<file path="src/rtl/rr_grant_ctrl.sv">
// Output-port grant controller: locks the encoder's winner for one wormhole packet, gates flits on credits.
// Optional idle-lock timeout with timeout_o port: define RR_GRANT_TIMEOUT_EN.
module rr_grant_ctrl #(
    parameter  int CREDITS = 4,
    parameter  int TIMEOUT = 64,
    localparam int CW      = $clog2(CREDITS + 1)
) (
    input  logic          clk,
    input  logic          rst_n,
    input  logic [4:0]    req_i,
    input  logic [2:0]    sel_i,
    input  logic [4:0]    flit_valid_i,
    input  logic [4:0]    tail_i,
    input  logic          credit_i,
    output logic [4:0]    grant_o,
    output logic [4:0]    pop_o,
    output logic [2:0]    xbar_sel_o,
    output logic          xbar_valid_o,
    output logic          rr_change_order_o,
`ifdef RR_GRANT_TIMEOUT_EN
    output logic          timeout_o,
`endif
    output logic [CW-1:0] credit_cnt_o
);

    typedef enum logic [1:0] {IDLE, LOCK, RELEASE} state_t;

    localparam logic [CW-1:0] CRED_MAX = CW'(CREDITS);

    state_t        state, next_state;
    logic [2:0]    sel_q;
    logic [CW-1:0] credit_cnt;
    logic          xfer;
    logic [4:0]    req_sel_oh;
    logic [4:0]    lock_oh;

    // Port N sits at bit 4, so select s maps to bit 4-s; selects above 4 shift out to zero.
    assign req_sel_oh = 5'b10000 >> sel_i;
    assign lock_oh    = 5'b10000 >> sel_q;

`ifdef RR_GRANT_TIMEOUT_EN
    localparam int IW = $clog2(TIMEOUT + 1);
    logic [IW-1:0] idle_cnt;
    logic          timeout_hit;
    logic          timeout_q;

    always_ff @(posedge clk or negedge rst_n) begin
        if (!rst_n) begin
            idle_cnt  <= '0;
            timeout_q <= 1'b0;
        end else begin
            timeout_q <= timeout_hit;
            if (state == LOCK && !xfer) idle_cnt <= idle_cnt + 1'b1;
            else                        idle_cnt <= '0;
        end
    end

    assign timeout_o = timeout_q;
`endif

    // NOTE: sequential state uses non-blocking assignments so every flop samples pre-edge values.
    always_ff @(posedge clk or negedge rst_n) begin
        if (!rst_n) begin
            state <= IDLE;
            sel_q <= 3'd0;
        end else begin
            state <= next_state;
            if (state == IDLE && next_state == LOCK) sel_q <= sel_i;
        end
    end

    // NOTE: every output of this block gets a default first, so no path can infer a latch.
    always_comb begin
        next_state        = state;
        grant_o           = 5'b0;
        pop_o             = 5'b0;
        xbar_sel_o        = 3'd0;
        xbar_valid_o      = 1'b0;
        rr_change_order_o = 1'b0;
        xfer              = 1'b0;
`ifdef RR_GRANT_TIMEOUT_EN
        timeout_hit       = 1'b0;
`endif
        case (state)
            IDLE: begin
                if (|(req_i & req_sel_oh)) next_state = LOCK;
            end
            LOCK: begin
                grant_o      = lock_oh;
                xbar_sel_o   = sel_q;
                xfer         = (|(flit_valid_i & lock_oh)) && (credit_cnt != '0);
                xbar_valid_o = xfer;
                pop_o        = lock_oh & {5{xfer}};
                if (xfer && |(tail_i & lock_oh)) begin
                    next_state = RELEASE;
                end
`ifdef RR_GRANT_TIMEOUT_EN
                else if (!xfer && idle_cnt == IW'(TIMEOUT - 1)) begin
                    timeout_hit = 1'b1;
                    next_state  = RELEASE;
                end
`endif
            end
            RELEASE: begin
                rr_change_order_o = 1'b1;
                next_state        = IDLE;
            end
            default: next_state = IDLE;
        endcase
    end

    // A credit return and a transfer in the same cycle cancel out.
    always_ff @(posedge clk or negedge rst_n) begin
        if (!rst_n) begin
            credit_cnt <= CRED_MAX;
        end else if (xfer && !credit_i) begin
            credit_cnt <= credit_cnt - 1'b1;
        end else if (credit_i && !xfer && credit_cnt != CRED_MAX) begin
            credit_cnt <= credit_cnt + 1'b1;
        end
    end

    assign credit_cnt_o = credit_cnt;

endmodule
</file>
<file path="config.mk">
export PLATFORM = sky130hd
export DESIGN_NAME = rr_grant_ctrl
export DESIGN_NICKNAME = d
export VERILOG_FILES = /design/src/rtl/rr_grant_ctrl.sv
export SDC_FILE = /design/constraint.sdc
export NUM_CORES = 1
export LEC_CHECK = 0
export BUFFER_PORTS_ARGS = -buffer_cell sky130_fd_sc_hd__clkbuf_2
export CAP_MARGIN = 20
export CELL_PAD_IN_SITES_DETAIL_PLACEMENT = 1
export CELL_PAD_IN_SITES_GLOBAL_PLACEMENT = 1
export CORE_ASPECT_RATIO = 0.7
export CORE_MARGIN = 8
export CORE_UTILIZATION = 32
export DETAILED_ROUTE_END_ITERATION = 7
export PLACE_DENSITY_LB_ADDON = 0.1
export SYNTH_ARGS = -nofsm -noshare
export SYNTH_HDL_FRONTEND = slang
export SYNTH_SLANG_ARGS = --single-unit
</file>
<file path="constraint.sdc">
create_clock -name clk -period 6.6 [get_ports clk]
set_clock_uncertainty 0.15 [all_clocks]
set_input_delay 0.33 -clock clk [delete_from_list [all_inputs] [get_ports clk]]
set_output_delay 0.33 -clock clk [all_outputs]
set_load 0.005 [all_outputs]
</file>
==> Yosys cells after proc, flatten, opt, wreduce, memory -nomap -nowiden <==
Index checks and enable logic that the tools add are counted.
{ "classes": {"addsub": 2, "eq_ne": 4, "shift": 2, "n_mux": 10, "bitwise": 4, "n_reduce_logical": 14} }
{ "ops": {"columns": ["cell", "n"], "rows": [
  ["AND 5 bit", 4],
  ["OR reduction 5 bit", 3],
  ["2-to-1 mux 5 bit", 2],
  ["right shift 5 x 3 -> 5 bit, first input constant", 2],
  ["2-to-1 mux 3 bit", 3],
  ["logical AND 1 bit", 6],
  ["== test 2 x 1 -> 1 bit, second input constant", 2],
  ["2-to-1 mux 2 bit", 2],
  ["one-hot mux 2 bit (2 select lines)", 1],
  ["adder 3 x 1 -> 3 bit, second input constant", 1],
  ["!= test 3 bit, second input constant", 1],
  ["nonzero test 3 bit", 1],
  ["subtractor 3 x 1 -> 3 bit, second input constant", 1],
  ["== test 2 bit, second input constant", 1],
  ["zero test 1 bit", 2],
  ["zero test 2 bit", 1],
  ["2-to-1 mux 1 bit", 2],
  ["nonzero test 2 bit", 1]
]} }
{ "word_totals": {"ff_bits": 8, "in_bits": 21, "output_inout_bits": 18} }

==> Logic depth before layout (Yosys ltp) <==
{ "depth": {"word_depth": 10, "depth_mapped": 12, "mapped_depth_nobuf": 11} }

==> Worst setup path after synthesis <==
Ideal clock, no wire load.
{ "synth_path": {"path_kind": "register -> register", "from": "register sel_q[1]", "to": "register credit_cnt[2] (netlist: credit_cnt_o[2])", "arrival_ps": 2218, "required_ps": 6372, "slack_ps": 4154, "stages_incl_launch_ff": 12, "period_less_slack_ps": 2446, "path_cell_list": "dfrtp_1 -> buf_2 -> o21a_1 -> o22ai_1 -> nand2_1 -> inv_1 -> nand2_1 -> fa_1 -> inv_1 -> nor2_1 -> or4_1 -> and3_1"} }
{ "synth_between": {"elab_chain_len": 9} }
{ "synth_lines": {"columns": ["element", "line_no", "text"], "rows": [
  ["from (decl)", "31", "logic [2:0] sel_q;"],
  ["from (signal assigned)", "68", "if (state == IDLE && next_state == LOCK) sel_q <= sel_i;"],
  ["right shift 5 x 3 -> 5 bit *", "39", "assign lock_oh = 5'b10000 >> sel_q;"],
  ["AND 5 bit *", "91", "xfer = (|(flit_valid_i & lock_oh)) && (credit_cnt != '0);"],
  ["OR reduction 5 bit *", "91", null],
  ["logical AND 1 bit *", "91", null],
  ["2-to-1 mux 1 bit *", null, null],
  ["via xbar_valid_o", "18", "output logic xbar_valid_o,"],
  ["zero test 1 bit", "118", "end else if (credit_i && !xfer && credit_cnt != CRED_MAX) begin"],
  ["logical AND 1 bit (2 in series)", "118", null],
  ["nonzero test 2 bit (no source line)", null, null],
  ["to (signal assigned)", "117", "credit_cnt <= credit_cnt - 1'b1;"],
  ["to (signal assigned)", "119", "credit_cnt <= credit_cnt + 1'b1;"],
  ["to (decl)", "32", "logic [CW-1:0] credit_cnt;"]
]} }
The timed path passes the listed nets; every way through them passes the cells marked *.
A chain may end at the register's enable or synchronous reset.

==> Worst setup path after layout <==
{ "layout_path": {"from": "register sel_q[2]", "to": "register credit_cnt[2] (netlist: credit_cnt_o[2])"} }
{ "layout_between": {"elab_chain_len": 9} }
{ "layout_lines": {"columns": ["element", "line_no", "text"], "rows": [
  ["right shift 5 x 3 -> 5 bit *", "39", null],
  ["AND 5 bit *", "91", null],
  ["OR reduction 5 bit *", "91", null],
  ["logical AND 1 bit *", "91", null],
  ["2-to-1 mux 1 bit *", "84", "case (state)"],
  ["zero test 1 bit", "118", null],
  ["logical AND 1 bit (2 in series)", "118", null],
  ["nonzero test 2 bit (no source line)", null, null]
]} }
Every way passes the cells marked *; elsewhere a longest branch is shown, timed or not.

==> metrics.txt <==
CTS tree=done; total power=0.407 mW; RR Startpoint=sel_q[2]$_DFFE_PN0P_; Skew-Pair Late Insertion Delay=260 ps; Mapped Nets=106; Critical Path Fanout Max=13; Slew @ Worst Pin=478 ps; CTS buffer count=3; Routed WL=2290 um; CP max stage cell=dfrtp_1; leak pwr=between 0.4 and 0.5 nW; final hold vios=0; RR Endpoint=credit_cnt_o[2]$_DFFE_PN1P_; largest net degree at the start of global routing=16; Ys Warns=0; Gate Count Post-Synth=84; slack of the critical path=3690 ps; Hold-fix buffers, CTS=1; Syn-to-layout area delta=34.3%; commonest non-fill, non-tap cell in the layout=clkbuf_2; Setup TNS=0 ps; most frequent cells in the layout=38 x clkbuf_2, 9 x nor3_1, 7 x inv_1, 7 x dfrtp_1, 6 x nor2_1; Core ar.=2080 sq um; num rows=14; CP cell instances=mux2i_1 -> o21a_1 -> o22ai_1 -> nand2_1 -> inv_1 -> nand2_1 -> fa_1 -> inv_1 -> nor2_1 -> or4_1 -> and3_1; Post-CTS Setup Repair Bufs=0; RSZ-0062 raised after global routing=no; Synth cell types=31; worst reg-to-reg setup slack=between 3000 and 4000 ps; Die Span Y=54.8 um; worst reg-to-reg path cell count=11; PwrDens=440 nW/um^2; post_cts resized=0; Sink Count=8; # DRC=0; clock root cell=clkbuf_4; Final Max Slew Viols=0; GRT Residual Overflow=0; clock buffer depth=2; Startpoint Class=flip-flop; post-DP HPWL=1940 um; status=completed; fmax=between 300 and 400 MHz; ANT nets after route=0; register area share after synthesis=0.292; Initial Util=0.331; Rel. slew slack=0.681; Worst Setup EP=credit_cnt_o[2]$_DFFE_PN1P_; Cell Area, Synth=689 sq um; IO Pins=39; Final GP Congestion=0.771; Worst setup EP type=flip-flop; hold crit path type=in -> reg; max_cap viols=0; synth top area cells=dfrtp_1 25%, mux2i_1 7.3%, nor3_1 6.5%, mux2_2 6.5%, dfstp_2 3.8%; min cycle time layout=2910 ps; Routed WL per cell=15.7 um; crit path launch=sel_q[2]$_DFFE_PN0P_; final instance count without filler cells=around 150; layout cells sized above 1=0.393; Worst path max stage delay=580 ps; fin nets=145; crit path DAT=2940 ps; H-tree Lvls=1; die width=just over 70 um; Final setup viols=0; drt pass-1 iters=4; Setup CP Type=reg -> reg; via count=roughly 750; hold_ws=around 180 ps; GRT Resource Usage Total=0.130; Clock transition at path regs=60 ps; input/output buffers=38; Inst Count DP=141; n_diodes=0; syn avg cell area=8.21 sq um; worst path required time=approximately 6600 ps; Synth top area share=0.254; Seq cells post-synth=8; initial antenna violation count=0; cell taking the most area after synthesis=dfrtp_1; DR vias/cell=approximately 5.2; global-route wire length before repair=approximately 4000 um; Final period util=0.440; fillers=266; full die area=a little under 4000 sq um; vias in the first global route=between 800 and 900; dpl ws=between 3000 and 4000 ps; initial DRC count=54; worst vdd ir=233 uV; hold path depth=2
metal layers:
| layer | global-route usage | routed length, um | part of all wire |
|---|---|---|---|
| met5 | 0 | 0 | 0 |
| met3 | 0.0567 | 261 | 0.11 |
| met4 | 0.0404 | 27 | 0.012 |
| met2 | 0.188 | 851 | 0.37 |
| met1 | 0.171 | 1150 | 0.50 |
critical path, delay by kind of cell, from the launching register on:
kind | cells | cell delay [ps]
compound gates | 2 | 450
simple gates | 5 | 900
mux | 1 | 130
flops | 1 | 580
fa+ha+maj | 1 | 360
buf+inv | 2 | 240
cell usage after synthesis:
cell type / count
nand2_1: 4
a211oi_1: 1
mux4_2: 1
or3_4: 1
mux2_2: 4
dfstp_2: 1
a31oi_1: 1
nor2b_1: 3
o22a_1: 1
nor4_1: 2
mux2i_1: 5
and2_1: 2
o22ai_1: 2
o2111a_1: 1
and3_1: 1
inv_1: 7
nor2_1: 6
dfrtp_1: 7
a21oi_1: 5
buf_2: 1
clkbuf_1: 4
xnor2_1: 1
nand3_1: 1
nand4_1: 1
nor3_1: 9
nand3b_1: 2
or4_1: 1
nand2b_1: 3
o21ai_0: 4
fa_1: 1
o21a_1: 1
cells by family (layout without fill, tap and decap cells):
family	count (synthesis)	after routing	share of synthesized area
muxes	10	10	0.171
AOI/OAI and AO/OA	16	16	0.143
xor gates and xnor gates	1	1	0.0127
and+or+nand+nor	36	36	0.285
adders and majority gates	1	1	0.0290
DFF	8	8	0.292
buffers and inverters	12	50	0.0671
where the power goes:
part	total, mW	switching, mW	leakage, nW	internal, mW
registers	0.132	0.0558	0.0952	0.0760
clock network	0.0407	0.0176	0.0150	0.0232
logic	0.234	0.124	0.355	0.111
through the flow:
step / utilization / cell area (sq um)
after global placement: 0.427 / 890
after CTS: 0.444 / 926
after detailed placement: 0.427 / 890
final: 0.444 / 926
after global routing: 0.444 / 926
after floorplan: - / 689
final cells by class:
class	instances	area, sq um	share of cell area
inverter	7	26.3	0.0284
timing repair buffer	39	200	0.216
tap	24	30.0	0.0324
sequential	8	201	0.218
multi-input combinational	64	442	0.477
clock buffer	4	26.3	0.0284
flip-flops by register name (all words and copies together) (netlist names):
signal,count
credit_cnt_o,3
sel_q,3
state,2
how the worst min path moves through the flow:
stage / slack, ps / from / to
global placement: 30 / rst_n / state[0]$_DFF_PN0_
CTS: 180 / sel_i[2] / sel_q[2]$_DFFE_PN0P_
floorplan: -120 / rst_n / credit_cnt_o[0]$_DFFE_PN0P_
global route: 220 / sel_i[2] / sel_q[2]$_DFFE_PN0P_
finish: 180 / sel_i[2] / sel_q[2]$_DFFE_PN0P_
detailed placement: 40 / rst_n / credit_cnt_o[1]$_DFFE_PN0P_
Note: power is estimated with default switching activity, not from simulation.
